==> src/rtl/gem_link_framer.sv <==
// ---------------------------------------------------------------------------
// gem_link_framer
//
// Packs per-bunch-crossing cluster words for NUM_LINKS transceiver lanes into
// FRAME_WORDS x 16-bit 8b10b frames. Everything runs in the transceiver user
// clock domain. A bring-up state machine sends IDLE_FRAMES idle frames after
// the transceivers report ready, then switches to data frames. The upstream
// first-word-fall-through FIFO is read with a single-cycle strobe and its word
// is captured at the end of that cycle.
//
// Ports
//   clock_160       in   transceiver user clock
//   reset_i         in   asynchronous reset, active-high
//   link_ready_i    in   transceivers ready (synchronous to clock_160)
//   link_en_i       in   per-lane data enable (disabled lanes send idle frames)
//   data_i          in   lane n cluster data at [n*DATA_BITS +: DATA_BITS]
//   bc0_i           in   BC0 flag, qualified with data_i
//   resync_i        in   resync flag, qualified with data_i
//   overflow_i      in   cluster overflow flag, qualified with data_i
//   bxn_lsbs_i      in   bunch-counter LSBs, qualified with data_i
//   data_rd_o       out  upstream FIFO read strobe
//   tx_data_o       out  lane n txdata at [n*16 +: 16]
//   tx_isk_o        out  lane n txcharisk at [n*2 +: 2]
//   state_o         out  0 = WAIT, 1 = TRAIN, 2 = RUN
//   frame_start_o   out  high while word 0 is on tx_data_o
//   overflow_cnt_o  out  saturating count of FC-separator frames sent
// ---------------------------------------------------------------------------
module gem_link_framer #(
  parameter int  NUM_LINKS       = 4,
  parameter int  FRAME_WORDS     = 4,
  parameter int  ALLOW_TTC_CHARS = 1,
  parameter int  FRAME_CTRL_TTC  = 1,
  parameter int  IDLE_FRAMES     = 16,
  localparam int DATA_BITS       = 16*FRAME_WORDS-8
) (
  input  logic                           clock_160,
  input  logic                           reset_i,
  input  logic                           link_ready_i,
  input  logic [NUM_LINKS-1:0]           link_en_i,
  input  logic [NUM_LINKS*DATA_BITS-1:0] data_i,
  input  logic                           bc0_i,
  input  logic                           resync_i,
  input  logic                           overflow_i,
  input  logic [1:0]                     bxn_lsbs_i,
  output logic                           data_rd_o,
  output logic [NUM_LINKS*16-1:0]        tx_data_o,
  output logic [NUM_LINKS*2-1:0]         tx_isk_o,
  output logic [1:0]                     state_o,
  output logic                           frame_start_o,
  output logic [15:0]                    overflow_cnt_o
);

  localparam int                WC_W      = $clog2(FRAME_WORDS);
  localparam logic [WC_W-1:0]   LAST_WORD = WC_W'(FRAME_WORDS-1);
  localparam logic [15:0]       IDLE_LAST = 16'(IDLE_FRAMES-1);

  typedef enum logic [1:0] {
    ST_WAIT  = 2'd0,
    ST_TRAIN = 2'd1,
    ST_RUN   = 2'd2
  } state_t;

  // K28.5 comma + D16.2, the standard idle ordered set, and the link-down word.
  localparam logic [15:0] IDLE_WORD0 = 16'h50BC;
  localparam logic [15:0] DOWN_WORD  = 16'hFFFC;

  // Separator character for word 0. TTC flags override the rotating
  // K-character selector; flag priority is bc0, then resync, then overflow.
  function automatic logic [7:0] sep_char(input logic       bc0,
                                          input logic       resync,
                                          input logic       ovf,
                                          input logic [1:0] sel);
    logic [7:0] c;
    case (sel)
      2'd0:    c = 8'hBC;
      2'd1:    c = 8'hF7;
      2'd2:    c = 8'hFB;
      default: c = 8'hFD;
    endcase
    if (ALLOW_TTC_CHARS != 0) begin
      if (bc0)         c = 8'h1C;
      else if (resync) c = 8'h3C;
      else if (ovf)    c = 8'hFC;
    end
    return c;
  endfunction

  function automatic logic [15:0] sat_inc16(input logic [15:0] v);
    return (v == 16'hFFFF) ? v : v + 16'd1;
  endfunction

  // Control / output registers
  state_t                    state_q,        state_d;
  logic [WC_W-1:0]           word_cnt_q,     word_cnt_d;
  logic [15:0]               idle_cnt_q,     idle_cnt_d;
  logic [1:0]                frame_cnt_q,    frame_cnt_d;
  logic                      data_rd_q,      data_rd_d;
  logic                      frame_start_q,  frame_start_d;
  logic [15:0]               overflow_cnt_q, overflow_cnt_d;
  logic [NUM_LINKS*16-1:0]   tx_data_q,      tx_data_d;
  logic [NUM_LINKS*2-1:0]    tx_isk_q,       tx_isk_d;

  // Captured upstream word (data path, no reset needed)
  logic [NUM_LINKS*DATA_BITS-1:0] cap_data_q,     cap_data_d;
  logic                           cap_bc0_q,      cap_bc0_d;
  logic                           cap_resync_q,   cap_resync_d;
  logic                           cap_overflow_q, cap_overflow_d;
  logic [1:0]                     cap_bxn_q,      cap_bxn_d;

  logic                      frame_end;
  logic [1:0]                sep_sel;
  logic [7:0]                sep;
  logic [16*FRAME_WORDS-1:0] frame_bits;

  assign frame_end = (word_cnt_q == LAST_WORD);
  assign sep_sel   = (FRAME_CTRL_TTC != 0) ? cap_bxn_q : frame_cnt_q;
  assign sep       = sep_char(cap_bc0_q, cap_resync_q, cap_overflow_q, sep_sel);

  // Bring-up state machine, word counter and read strobe
  always_comb begin
    state_d     = state_q;
    word_cnt_d  = word_cnt_q;
    idle_cnt_d  = idle_cnt_q;
    frame_cnt_d = frame_cnt_q;

    if (!link_ready_i) begin
      // Link loss aborts immediately, even mid-frame.
      state_d    = ST_WAIT;
      word_cnt_d = '0;
    end else begin
      case (state_q)
        ST_WAIT: begin
          state_d    = ST_TRAIN;
          word_cnt_d = '0;
          idle_cnt_d = '0;
        end
        ST_TRAIN: begin
          word_cnt_d = frame_end ? '0 : word_cnt_q + 1'b1;
          if (frame_end) begin
            idle_cnt_d = idle_cnt_q + 16'd1;
            if (idle_cnt_q == IDLE_LAST) begin
              state_d     = ST_RUN;
              frame_cnt_d = '0;
            end
          end
        end
        ST_RUN: begin
          word_cnt_d = frame_end ? '0 : word_cnt_q + 1'b1;
          if (frame_end) frame_cnt_d = frame_cnt_q + 2'd1;
        end
        default: begin
          state_d    = ST_WAIT;
          word_cnt_d = '0;
        end
      endcase
    end

    // Strobe during the last word of any frame that is followed by a RUN
    // frame, including the final training frame.
    data_rd_d = (word_cnt_d == LAST_WORD) &&
                ((state_d == ST_RUN) ||
                 ((state_d == ST_TRAIN) && (idle_cnt_d == IDLE_LAST)));
  end

  // Frame assembly: word k of the current frame is registered while
  // word_cnt_q = k, so it appears on the outputs one cycle later.
  always_comb begin
    tx_data_d      = {NUM_LINKS{DOWN_WORD}};
    tx_isk_d       = {NUM_LINKS{2'b01}};
    frame_start_d  = 1'b0;
    overflow_cnt_d = overflow_cnt_q;
    frame_bits     = '0;

    if (link_ready_i && (state_q != ST_WAIT)) begin
      frame_start_d = (word_cnt_q == '0);
      for (int l = 0; l < NUM_LINKS; l++) begin
        if ((state_q == ST_RUN) && link_en_i[l]) begin
          // The frame is {data, sep} cut into 16-bit words, low word first.
          frame_bits            = {cap_data_q[l*DATA_BITS +: DATA_BITS], sep};
          tx_data_d[l*16 +: 16] = frame_bits[{word_cnt_q, 4'b0000} +: 16];
        end else begin
          tx_data_d[l*16 +: 16] = (word_cnt_q == '0) ? IDLE_WORD0 : 16'h0000;
        end
        tx_isk_d[l*2 +: 2] = (word_cnt_q == '0) ? 2'b01 : 2'b00;
      end
      if ((state_q == ST_RUN) && (word_cnt_q == '0) && (sep == 8'hFC))
        overflow_cnt_d = sat_inc16(overflow_cnt_q);
    end
  end

  always_comb begin
    cap_data_d     = data_rd_q ? data_i     : cap_data_q;
    cap_bc0_d      = data_rd_q ? bc0_i      : cap_bc0_q;
    cap_resync_d   = data_rd_q ? resync_i   : cap_resync_q;
    cap_overflow_d = data_rd_q ? overflow_i : cap_overflow_q;
    cap_bxn_d      = data_rd_q ? bxn_lsbs_i : cap_bxn_q;
  end

  // Control and output registers
  always_ff @(posedge clock_160 or posedge reset_i) begin
    if (reset_i) begin
      state_q        <= ST_WAIT;
      word_cnt_q     <= '0;
      idle_cnt_q     <= '0;
      frame_cnt_q    <= '0;
      data_rd_q      <= 1'b0;
      frame_start_q  <= 1'b0;
      overflow_cnt_q <= '0;
      tx_data_q      <= {NUM_LINKS{DOWN_WORD}};
      tx_isk_q       <= {NUM_LINKS{2'b01}};
    end else begin
      state_q        <= state_d;
      word_cnt_q     <= word_cnt_d;
      idle_cnt_q     <= idle_cnt_d;
      frame_cnt_q    <= frame_cnt_d;
      data_rd_q      <= data_rd_d;
      frame_start_q  <= frame_start_d;
      overflow_cnt_q <= overflow_cnt_d;
      tx_data_q      <= tx_data_d;
      tx_isk_q       <= tx_isk_d;
    end
  end

  // Upstream word capture
  always_ff @(posedge clock_160) begin
    cap_data_q     <= cap_data_d;
    cap_bc0_q      <= cap_bc0_d;
    cap_resync_q   <= cap_resync_d;
    cap_overflow_q <= cap_overflow_d;
    cap_bxn_q      <= cap_bxn_d;
  end

  assign data_rd_o      = data_rd_q;
  assign tx_data_o      = tx_data_q;
  assign tx_isk_o       = tx_isk_q;
  assign state_o        = state_q;
  assign frame_start_o  = frame_start_q;
  assign overflow_cnt_o = overflow_cnt_q;

endmodule

==> config.mk <==
export PLATFORM = sky130hd
export DESIGN_NAME = gem_link_framer
export DESIGN_NICKNAME = d
export VERILOG_FILES = /design/src/rtl/gem_link_framer.sv
export SDC_FILE = /design/constraint.sdc
export NUM_CORES = 1
export LEC_CHECK = 0
export CELL_PAD_IN_SITES_DETAIL_PLACEMENT = 1
export CELL_PAD_IN_SITES_GLOBAL_PLACEMENT = 1
export CORE_MARGIN = 2
export CORE_UTILIZATION = 36
export DETAILED_ROUTE_END_ITERATION = 6
export PLACE_DENSITY = 0.74
export REMOVE_ABC_BUFFERS = 1
export SLEW_MARGIN = 30
export SYNTH_ARGS = -nofsm -noshare
export SYNTH_HDL_FRONTEND = slang
export SYNTH_SLANG_ARGS = --single-unit
export TNS_END_PERCENT = 100
==> constraint.sdc <==
create_clock -name clock_160 -period 5.8 [get_ports clock_160]
set_clock_uncertainty 0.05 [all_clocks]
set_input_delay 1.16 -clock clock_160 [delete_from_list [all_inputs] [get_ports clock_160]]
set_output_delay 1.16 -clock clock_160 [all_outputs]
set_load 0.01 [all_outputs]
Word-level counts from Yosys, hierarchy flattened
Index checks and enable logic that the tools add are counted.
{ "totals": {"regBits": 339, "input_bits": 236, "wordCells": 72} }
{ "op_classes": {"n_addsub": 3, "n_eq_ne": 12, "shifts": 4, "n_mux": 23, "n_bitwise": 1, "reduce_logical": 16} }
{ "ops": {"columns": ["op", "count"], "rows": [
  ["64-bit by 7-bit variable part select with 16-bit output", 4],
  ["16-bit two-way mux", 6],
  ["64-bit two-way mux", 1],
  ["16-bit by 1-bit adder with 16-bit output, second input constant", 2],
  ["16-bit by 4-bit equality test with 1-bit output, second input constant", 2],
  ["16-bit one-hot mux with 2 select lines", 1],
  ["8-bit two-way mux", 3],
  ["7-bit one-hot mux with 3 select lines", 1],
  ["16-bit equality test, second input constant", 1],
  ["15-bit two-way mux", 1],
  ["2-bit two-way mux", 6],
  ["2-bit equality test, second input constant", 5],
  ["1-bit logical AND", 9],
  ["8-bit equality test, second input constant", 1],
  ["7-bit two-way mux", 1],
  ["2-bit by 1-bit equality test with 1-bit output, second input constant", 3],
  ["2-bit logical NOT", 3],
  ["2-bit one-hot mux with 3 select lines", 1],
  ["3-bit AND reduction", 1],
  ["2-bit by 1-bit adder with 2-bit output, second input constant", 1],
  ["1-bit two-way mux", 2],
  ["2-bit nonzero test", 1],
  ["2-bit OR reduction", 1],
  ["1-bit logical OR", 1],
  ["1-bit inverter", 1]
]} }

Depth between registers and ports, before layout
Gate-level depths: netlist of run 1.
{ "logic_depth": {"ltp_word": 9, "ltp_mapped": 11, "ltp_nobuf": 8} }

Worst setup path after synthesis of run 1
Ideal clock, no wire load.
{ "synth_timing": {"kind": "reg-to-output", "startpoint": "register data_rd_q (netlist: data_rd_o)", "endpoint": "output port data_rd_o", "t_arrival_ns": 4.994, "required_time_ns": 4.590, "setup_slack_ns": -0.404, "stages_incl_launch_ff": 1, "path_cell_list": "dfrtp_1"} }
{ "synth_rtl": {"columns": ["element", "line_no", "rtl"], "rows": [
  ["start, declared", "97", "logic data_rd_q, data_rd_d;"],
  ["start signal, assigned", "216", "data_rd_q <= data_rd_d;"],
  ["end, declared", "45", "output logic data_rd_o,"]
]} }
No word-level cell between the ends.

Final worst setup path of run 1
{ "layout_timing": {"startpoint": "register word_cnt_q[0]", "endpoint": "register data_rd_q (netlist: data_rd_o)"} }
{ "layout_between": {"elab_chain_len": 8} }
{ "layout_lines": {"columns": ["element", "line_no", "rtl"], "rows": [
  ["start, declared", "94", "logic [WC_W-1:0] word_cnt_q, word_cnt_d;"],
  ["start signal, assigned", "213", "word_cnt_q <= word_cnt_d;"],
  ["2-bit equality test", "115", "assign frame_end = (word_cnt_q == LAST_WORD);"],
  ["16-bit two-way mux", "139", "if (frame_end) begin"],
  ["16-bit one-hot mux with 2 select lines", "131", "case (state_q)"],
  ["16-bit two-way mux", "126", "if (!link_ready_i) begin"],
  ["named net idle_cnt_d[13]", "95", "logic [15:0] idle_cnt_q, idle_cnt_d;"],
  ["16-bit by 4-bit equality test with 1-bit output", "162", "((state_d == ST_TRAIN) && (idle_cnt_d == IDLE_LAST)));"],
  ["1-bit logical AND", "162", null],
  ["1-bit logical OR", "161", "((state_d == ST_RUN) ||"],
  ["1-bit logical AND", "160", "data_rd_d = (word_cnt_d == LAST_WORD) &&"],
  ["named net data_rd_d", "97", null]
]} }
The timed path passes the listed nets, and every way through them passes these cells.
A chain may end at the register's enable or synchronous reset.

==> flow_summary.yaml, run 1 <==
floorplanning:
  effective_utilization_at_floorplan: 0.364
  die_h_um: 193
  core.rowCount: 69
  ioPinCount: 328
  core_area_sq_um: 35300
  die_area_sq_um: 37200
  die-width_um: 193
placed_design:
  numPortBuffers: 323
  placedCellCount: 1538
  post-dp-hpwl_mm: 25.6
  gp_routability_congestion: 0.824
finish:
  finalNonFillerCells: 1610
  num-fill-cells: 3369
  drive_above_1_share: 0.162
  layout.nets: 1364
  area.growth.synth_to_final_pct: 39.0
  regArea_sq_um: 9540
  multiInputGateArea_sq_um: 3080
clocking:
  clock_sinks: 332
  cts_htree_levels: 2
  post_cts_resized: 0
  ctsLongestPathBuffers: 3
  post-cts-setup-buffer-count: 0
  tritoncts_buffers: 38
  root_buffer: "sky130_fd_sc_hd__clkbuf_16"
  cts.hold.buffers_added: 0
  cts.reportedPaths.clkPinSlew_ns: 0.06
  cts_tree: "built"
  clock_latency_at_the_later_pin_of_the_worst_skew_pair_ns: 0.56
sta:
  max_clock_freq_mhz: 272
  worst_pin_slew_ns: 0.975
  timing.slew.headroom: 0.350
  finalHoldViolations: 0
  timing.final.crit_share: 0.635
  timing.hold.ws_ns: 0.460
  post-route-min-period_ns: 3.68
  setup_violations: 0
  final.setup.tns_ns: 0
  timing_max_transition_violations_final: 0
  grt_setup_unrepaired: "no"
critical_path:
  crit_path_max_fanout: 42
  crit_chain: "ha_1 > nand4_1 > or4_1 > nand3_1 > o21ai_0 > or4b_1 > o31ai_1"
  critPathBufInv: 0
  worst_ep_required_time_ns: 6.20
  timing.setup.critical_path_class: "reg -> reg"
  worst-path-stages: 7
  r2r_cells: 7
  cp_data_arrival_time_ns: 4.09
  cp_delay_by_family_top: "simple AND/OR/NAND/NOR gates"
  critPathLaunch: "word_cnt_q[0]"
  endpoint_kind: "flop"
  critPathLaunchType: "flop"
  rr_startpoint: "word_cnt_q[0]"
  crit_path_max_incr_delay_ns: 0.82
  critPathSlowestCell: "sky130_fd_sc_hd__dfrtp_4"
yosys:
  postSynthAreaPerCell_sq_um: 16.3
  post_synth_inst_count: 786
  synth_most_common_cell: "sky130_fd_sc_hd__edfxtp_1"
  post_synth_main_area_contributors: "sky130_fd_sc_hd__edfxtp_1 (54%), sky130_fd_sc_hd__dfstp_2 (12%), sky130_fd_sc_hd__dfrtp_1 (9.0%)"
  synth_seq_cells: 332
  synth-edff-count: 229
  yosysWarnings: 0
  synth_common_cells: "sky130_fd_sc_hd__edfxtp_1 (229), sky130_fd_sc_hd__nand2_1 (85), sky130_fd_sc_hd__dfstp_2 (57)"
  synth.yosys.seq_area_share: 0.742
  ys_types: 58
  synth-main-ff-cell: "sky130_fd_sc_hd__edfxtp_1"
  synth_top_area_cell: "sky130_fd_sc_hd__edfxtp_1"
  share_of_the_synthesized_area_in_the_top_cell_type: 0.536
  asyncSetResetFlopFracSynth: 0.310
  synth.cell_area_sq_um: 12800
power:
  power_uw: 5480
  pwr_density_cell_nw_per_um2: 307
  p_leak_uw: 0.00617
  peakVddDrop_v: 0.000254
hold_path:
  hp-start: "overflow_cnt_o[7]"
  worst_hold_path_type: "reg -> reg"
  whs_path_depth: 1
routing:
  detailroute.via_count: 8062
  viasPerCell: 5.01
  drtAntennaViolNets: 0
  detailedRoute.firstIterationViolations: 316
  wl_per_cell_um: 22.8
  wirelength_mm: 36.7
  post-route-drc-count: 0
  drt_pre_antenna_iters: 4
global_routing:
  grt_pass1_wl_mm: 54.3
  grt_overflow: 0
  grt_pass1_vias: 8970
  number_of_antenna_violations_at_the_first_check_in_global_routing: 5
  grt_use_total: 0.200
  largest_net_degree_at_the_start_of_global_routing: 71
run_status:
  run_status: "finished, final reports clean"
job:
  cap_viol_max_count: 0
-- stage by stage --
stage	util	worst slack, ns	area (sq um)
4_1_cts	0.505	2.16	17800
5_1_grt	0.505	1.87	17800
3_5_place_dp	0.470	1.73	16600
3_3_place_gp	0.468	1.74	16500
6_report	0.506	2.12	17900
2_1_floorplan	-	-0.404	12700
-- flip-flops by register name (all words and copies together) (netlist names) --
signal          flops
cap_data_q        224
tx_data_o          64
idle_cnt_q         16
overflow_cnt_o     16
cap_bxn_q           2
state_o             2
word_cnt_q          2
cap_bc0_q           1
cap_overflow_q      1
cap_resync_q        1
data_rd_o           1
frame_start_o       1
tx_isk_o            1
-- layout by cell type (no fill, tap or decap), types with 15 or more instances in the layout --
master,synthesis,final
sky130_fd_sc_hd__clkdlybuf4s50_1,0,323
sky130_fd_sc_hd__mux2i_1,15,15
sky130_fd_sc_hd__nand2_1,85,85
sky130_fd_sc_hd__nand3_1,54,54
sky130_fd_sc_hd__dfrtp_1,46,43
sky130_fd_sc_hd__clkbuf_16,0,39
sky130_fd_sc_hd__edfxtp_1,229,229
sky130_fd_sc_hd__a21oi_1,27,27
sky130_fd_sc_hd__dfstp_2,57,57
sky130_fd_sc_hd__mux4_2,36,36
-- power by group --
| part | switching, uW | internal (uW) | leakage (uW) |
|---|---|---|---|
| Combinational | 170 | 247 | 0.00227 |
| Sequential | 37.5 | 2590 | 0.00329 |
| Clock | 964 | 1470 | 0.000621 |
-- routing by layer --
| metal | vias to the layer above | GRT usage | wire (um) |
|---|---|---|---|
| met1 | 4078 | 0.228 | 13900 |
| met4 | 4 | 0.0711 | 808 |
| li1 | 3668 | - | - |
| met5 | - | 0 | 24 |
| met2 | 265 | 0.342 | 18600 |
| met3 | 47 | 0.0771 | 3330 |
-- final timing paths --
check                                      to  slack [ns]
setup / recovery                    data_rd_o        2.12
hold / removal              overflow_cnt_o[7]        0.46
setup reg to reg                    data_rd_o        2.12
hold reg to reg             overflow_cnt_o[7]        0.46
max in group asynchronous       tx_data_o[46]        3.58
min in group asynchronous  overflow_cnt_o[12]        1.08
-- final cells by class --
class	instances	share of cell area
flip-flops and latches	332	0.534
inverters	15	0.00343
clock inverters	11	0.00820
clock buffers	58	0.0626
diodes	3	0.000421
well taps	461	0.0323
multi-input cells	398	0.172
repair buffers	332	0.186
-- kinds of logic (layout without fill, tap and decap cells) --
logic type      after synthesis  after routing  synth area share
other cells                   1              7          0.000292
simple gates                220            220            0.0861
mux                          64             64            0.0862
flops                       332            332             0.742
fa+ha+maj                    11             11            0.0107
xor+xnor                     15             15            0.0102
compound gates               84             84            0.0445
buf+inv                      59            416            0.0200
(Power assumes the default switching activity.)
==> run 2, diff against run 1 <==
--- a/config.mk
+++ b/config.mk
@@ -8,9 +8,9 @@
 export CELL_PAD_IN_SITES_DETAIL_PLACEMENT = 1
 export CELL_PAD_IN_SITES_GLOBAL_PLACEMENT = 1
 export CORE_MARGIN = 2
-export CORE_UTILIZATION = 36
+export CORE_UTILIZATION = 40
 export DETAILED_ROUTE_END_ITERATION = 6
-export PLACE_DENSITY = 0.74
+export PLACE_DENSITY = 0.78
 export REMOVE_ABC_BUFFERS = 1
 export SLEW_MARGIN = 30
 export SYNTH_ARGS = -nofsm -noshare
==> constraint.sdc (replaced) <==
create_clock -name clock_160 -period 3.7 [get_ports clock_160]
set_clock_uncertainty 0.05 [all_clocks]
set_input_delay 0.74 -clock clock_160 [delete_from_list [all_inputs] [get_ports clock_160]]
set_output_delay 0.74 -clock clock_160 [all_outputs]
set_load 0.01 [all_outputs]
==> flow_summary.yaml, run 2 (synthesis gave the netlist of run 1 again) <==
clocking:
  clock_latency_at_the_later_pin_of_the_worst_skew_pair_ns: 0.53
  clock_sinks: 332
  tritoncts_buffers: 38
  cts.reportedPaths.clkPinSlew_ns: 0.06
  post_cts_resized: 0
  root_buffer: "sky130_fd_sc_hd__clkbuf_16"
  post-cts-setup-buffer-count: 0
  ctsLongestPathBuffers: 3
  cts_htree_levels: 2
  cts.hold.buffers_added: 0
  cts_tree: "built"
critical_path:
  worst_ep_required_time_ns: 4.06
  cp_data_arrival_time_ns: 3.39
  worst_r2r_endpoint: "data_rd_o"
  ff2ff_setup_slack_ns: 0.66
  crit_path_max_fanout: 13
  rr_startpoint: "state_o[1]"
  critPathLaunchType: "flop"
  r2r_cells: 8
  timing.setup.critical_path_class: "reg -> reg"
  endpoint_kind: "flop"
routing:
  viasPerCell: 5.36
  wirelength_mm: 39.1
  wl_per_cell_um: 25.1
  drtAntennaViolNets: 0
  drt_pre_antenna_iters: 5
  detailroute.via_count: 8347
  post-route-drc-count: 0
  detailedRoute.firstIterationViolations: 459
sta:
  max_clock_freq_mhz: 329
  grt_setup_unrepaired: "no"
  worst_pin_slew_ns: 0.831
  final.setup.tns_ns: 0
  setup_violations: 0
  post-route-min-period_ns: 3.04
  timing.final.crit_share: 0.821
  timing_max_transition_violations_final: 0
  timing.slew.headroom: 0.441
  finalHoldViolations: 0
placed_design:
  gp_routability_congestion: 0.805
  placedCellCount: 1486
  numPortBuffers: 323
  placed_cell_areas_sq_um: 16600
  post-dp-hpwl_mm: 26.5
global_routing:
  number_of_antenna_violations_at_the_first_check_in_global_routing: 5
  grt_use_total: 0.236
  grt_overflow: 0
  largest_net_degree_at_the_start_of_global_routing: 113
  grt_pass1_wl_mm: 58.4
  grt_pass1_vias: 9399
finish:
  most_frequent_standard_cell_in_the_layout_excluding_fill_and_tap_cells: "sky130_fd_sc_hd__clkdlybuf4s50_1"
  num-fill-cells: 2984
  largest_register_ffs: 224
  finalNonFillerCells: 1557
  postLayoutCellArea_sq_um: 17800
  layout.nets: 1371
  max_flop_register: "cap_data_q"
  layout_common_cells: "sky130_fd_sc_hd__clkdlybuf4s50_1 (323), sky130_fd_sc_hd__edfxtp_1 (229), sky130_fd_sc_hd__nand2_1 (85)"
  area.growth.synth_to_final_pct: 38.9
  drive_above_1_share: 0.168
  regArea_sq_um: 9540
  multiInputGateArea_sq_um: 3080
power:
  p_leak_uw: 0.00621
  peakVddDrop_v: 0.000464
  pwr_density_cell_nw_per_um2: 483
hold_path:
  whs_path_depth: 1
  hp-start: "overflow_cnt_o[9]"
  worst_hold_path_type: "reg -> reg"
  timing.hold.worst_endpoint: "overflow_cnt_o[9]"
job:
  cap_viol_max_count: 0
floorplanning:
  die_area_sq_um: 33500
  ioPinCount: 328
  core_area_sq_um: 31600
  core.rowCount: 65
  die-width_um: 183
  die_h_um: 183
  effective_utilization_at_floorplan: 0.407
run_status:
  run_status: "finished, final reports clean"
run 2: changes by cell type in the layout (fill, tap and decap cells not counted):
cell                        delta
sky130_fd_sc_hd__buf_4         +7
sky130_fd_sc_hd__clkinv_1      +3
sky130_fd_sc_hd__clkinv_2      +5
sky130_fd_sc_hd__inv_4         +1
sky130_fd_sc_hd__clkbuf_1      -3
sky130_fd_sc_hd__inv_6         -2
sky130_fd_sc_hd__inv_16        -1
sky130_fd_sc_hd__bufinv_16     +2
sky130_fd_sc_hd__clkbuf_8      -6
sky130_fd_sc_hd__diode_2       -2
sky130_fd_sc_hd__clkinv_8      +2
run 2: area by class of cell:
type	instances	share of cell area
inverters	15	0.00330
clock buffers	49	0.0574
clock inverters	21	0.0138
multi-input cells	398	0.173
flip-flops and latches	332	0.535
diodes	1	0.000140
repair buffers	339	0.189
well taps	402	0.0282
run 2: worst max-delay path: stages (launching register included):
cell                      delay, ns
sky130_fd_sc_hd__dfrtp_1       0.45
sky130_fd_sc_hd__inv_1         0.11
sky130_fd_sc_hd__ha_1          0.46
sky130_fd_sc_hd__nand4_2       0.29
sky130_fd_sc_hd__or4_1         0.59
sky130_fd_sc_hd__nand3_1       0.09
sky130_fd_sc_hd__o21ai_0       0.12
sky130_fd_sc_hd__or4b_1        0.53
sky130_fd_sc_hd__o31ai_1       0.25
run 2: worst max path at each step:
stage                            start   endpoint  slack, ns  cells past startpoint
final                       state_o[1]  data_rd_o       0.66                      8
after global routing        state_o[1]  data_rd_o       0.48                      8
after CTS                   state_o[1]  data_rd_o       0.69                      8
after detailed placement  link_ready_i  data_rd_o       0.51                      7
after global placement    link_ready_i  data_rd_o       0.54                      7
after floorplan              data_rd_o  data_rd_o      -2.08                      0
run 2: routing by layer:
metal / global-route usage / up-vias / wire (um) / part of all wire
li1: - / 3693 / - / -
met1: 0.267 / 4231 / 14400 / 0.37
met2: 0.418 / 331 / 20200 / 0.52
met3: 0.0822 / 84 / 3290 / 0.084
met4: 0.0762 / 8 / 1210 / 0.031
met5: 0 / - / 55 / 0.0014
run 2: stage by stage:
step | setup slack (ns) | total power (uW) | util | hold slack (ns)
after CTS | 0.686 | 8700 | 0.565 | 0.445
after floorplan | -2.08 | 4400 | - | 0.443
after detailed placement | 0.507 | 4850 | 0.525 | 0.438
after global placement | 0.539 | 4830 | 0.525 | 0.430
after global routing | 0.477 | 8870 | 0.565 | 0.473
final | 0.663 | 8610 | 0.565 | 0.447
run 2: power breakdown:
part           internal (uW)  switching (uW)
logic                    388             290
clock network           2310            1520
registers               4060            45.7
==> run 3, diff against run 2 <==
--- a/config.mk
+++ b/config.mk
@@ -8,9 +8,9 @@
 export CELL_PAD_IN_SITES_DETAIL_PLACEMENT = 1
 export CELL_PAD_IN_SITES_GLOBAL_PLACEMENT = 1
 export CORE_MARGIN = 2
-export CORE_UTILIZATION = 40
+export CORE_UTILIZATION = 36
 export DETAILED_ROUTE_END_ITERATION = 6
-export PLACE_DENSITY = 0.78
+export PLACE_DENSITY = 0.74
 export REMOVE_ABC_BUFFERS = 1
 export SLEW_MARGIN = 30
 export SYNTH_ARGS = -nofsm -noshare
==> constraint.sdc (replaced) <==
create_clock -name clock_160 -period 2.7 [get_ports clock_160]
set_clock_uncertainty 0.05 [all_clocks]
set_input_delay 0.54 -clock clock_160 [delete_from_list [all_inputs] [get_ports clock_160]]
set_output_delay 0.54 -clock clock_160 [all_outputs]
set_load 0.01 [all_outputs]
==> flow_summary.yaml, run 3 (synthesis gave the netlist of run 1 again) <==
sta:
  finalHoldViolations: 0
  final.setup.tns_ns: 0
  timing_max_transition_violations_final: 0
  worst_pin_slew_ns: 0.962
  max_clock_freq_mhz: 387
  timing.hold.ws_ns: 0.439
  setup_violations: 0
  grt_setup_unrepaired: "no"
  post-route-min-period_ns: 2.58
  timing.slew.headroom: 0.359
  timing.final.crit_share: 0.957
floorplanning:
  die_h_um: 193
  die-width_um: 193
  core_area_sq_um: 35300
  die_area_sq_um: 37200
  ioPinCount: 328
  core.rowCount: 69
  effective_utilization_at_floorplan: 0.364
clocking:
  cts_tree: "built"
  ctsLongestPathBuffers: 3
  post-cts-setup-buffer-count: 0
  tritoncts_buffers: 38
  cts.reportedPaths.clkPinSlew_ns: 0.06
  cts_htree_levels: 2
  clock_sinks: 332
  cts.hold.buffers_added: 0
  clock_latency_at_the_later_pin_of_the_worst_skew_pair_ns: 0.55
  post_cts_resized: 0
  root_buffer: "sky130_fd_sc_hd__clkbuf_16"
critical_path:
  timing.setup.critical_path_class: "reg -> reg"
  endpoint_kind: "flop"
  crit_path_max_fanout: 6
  worst_ep_required_time_ns: 3.08
  cp_data_arrival_time_ns: 2.97
  critPathLaunchType: "flop"
power:
  power.switching_uw: 2500
  p_comb_frac: 0.082
  power_uw: 11900
  p_leak_uw: 0.00635
  part_of_the_total_power_dissipated_in_the_clock_network: 0.445
  peakVddDrop_v: 0.000572
  internal_power_uw: 9360
  pwr_density_cell_nw_per_um2: 653
  p_sw_frac: 0.211
  seq_power_share: 0.472
placed_design:
  numPortBuffers: 323
  gp_routability_congestion: 0.818
  placed_cell_areas_sq_um: 16900
  post-dp-hpwl_mm: 25.8
routing:
  viasPerCell: 5.03
  detailroute.via_count: 8257
  drtAntennaViolNets: 0
  post-route-drc-count: 0
  drt_pre_antenna_iters: 5
  detailedRoute.firstIterationViolations: 372
  wl_per_cell_um: 22.9
  wirelength_mm: 37.7
global_routing:
  number_of_antenna_violations_at_the_first_check_in_global_routing: 3
  grt_use_total: 0.206
  largest_net_degree_at_the_start_of_global_routing: 166
  grt_overflow: 0
  grt_pass1_vias: 9235
  grt_pass1_wl_mm: 55.7
finish:
  largest_register_ffs: 224
  layout.nets: 1397
  layout_common_cells: "sky130_fd_sc_hd__clkdlybuf4s50_1 (323), sky130_fd_sc_hd__edfxtp_1 (229), sky130_fd_sc_hd__nand2_1 (85)"
  num-fill-cells: 3376
  postLayoutCellArea_sq_um: 18200
  most_frequent_standard_cell_in_the_layout_excluding_fill_and_tap_cells: "sky130_fd_sc_hd__clkdlybuf4s50_1"
  area.growth.synth_to_final_pct: 41.6
  max_flop_register: "cap_data_q"
  drive_above_1_share: 0.190
hold_path:
  worst_hold_path_type: "reg -> reg"
job:
  cap_viol_max_count: 0
run_status:
  run_status: "finished, final reports clean"
-- run 3: cell types whose count changed in the layout (fill, tap and decap cells not counted), moves of 3 or more --
cell,before,now
sky130_fd_sc_hd__ha_2,1,4
sky130_fd_sc_hd__buf_12,2,5
sky130_fd_sc_hd__clkinv_2,9,3
sky130_fd_sc_hd__clkbuf_8,1,7
sky130_fd_sc_hd__ha_1,10,7
sky130_fd_sc_hd__buf_4,14,36
-- run 3: through the flow --
stage | worst slack, ns | util | instances
after floorplan | -2.94 | - | 745
after global placement | -0.152 | 0.478 | 1571
final | 0.117 | 0.515 | 1642
after global routing | 0.0257 | 0.515 | 1641
after CTS | 0.0661 | 0.514 | 1641
after detailed placement | -0.179 | 0.478 | 1571
-- run 3: layer usage --
metal  track usage  vias to the layer above  routed length, um
met3        0.0707                       68               3180
li1              -                     3734                  -
met5             0                        -                 16
met2         0.352                      295              18900
met4        0.0854                        2               1260
met1         0.234                     4158              14300
-- run 3: critical path, stage by stage, from the launching register on --
cell,delay (ns)
sky130_fd_sc_hd__dfrtp_4,0.44
sky130_fd_sc_hd__ha_2,0.23
sky130_fd_sc_hd__nand4_1,0.22
sky130_fd_sc_hd__buf_4,0.23
sky130_fd_sc_hd__o311ai_0,0.27
sky130_fd_sc_hd__o41ai_1,0.17
sky130_fd_sc_hd__or4_1,0.58
sky130_fd_sc_hd__o31ai_2,0.29
-- run 3: layout make-up --
cell class | count | area (sq um) | share of cell area
Sequential cell | 332 | 9540 | 0.525
Timing Repair Buffer | 365 | 3610 | 0.199
Multi-Input combinational cell | 398 | 3090 | 0.170
Clock buffer | 54 | 1100 | 0.0607
Tap cell | 461 | 577 | 0.0317
Clock inverter | 16 | 190 | 0.0105
Inverter | 15 | 58.8 | 0.00324
Antenna cell | 1 | 2.50 | 0.000138
-- run 3: worst paths after layout --
kind	startpoint	end	slack (ns)	cells past startpoint
min in group asynchronous	reset_i	overflow_cnt_o[9]	0.48	3
min	overflow_cnt_o[12]	overflow_cnt_o[12]	0.44	1
min reg2reg	overflow_cnt_o[12]	overflow_cnt_o[12]	0.44	1
max	word_cnt_q[0]	data_rd_o	0.12	7
max in group asynchronous	reset_i	word_cnt_q[1]	1.64	3
max reg2reg	word_cnt_q[0]	data_rd_o	0.12	7
-- run 3: power by group through the flow --
stage               logic, uW  registers (uW)  clock network (uW)
floorplan                 260            5770                   0
global placement          968            5700                   0
detailed placement        983            5700                   0
CTS                       990            5600                5450
global route             1060            5610                5620
finish                    977            5600                5280
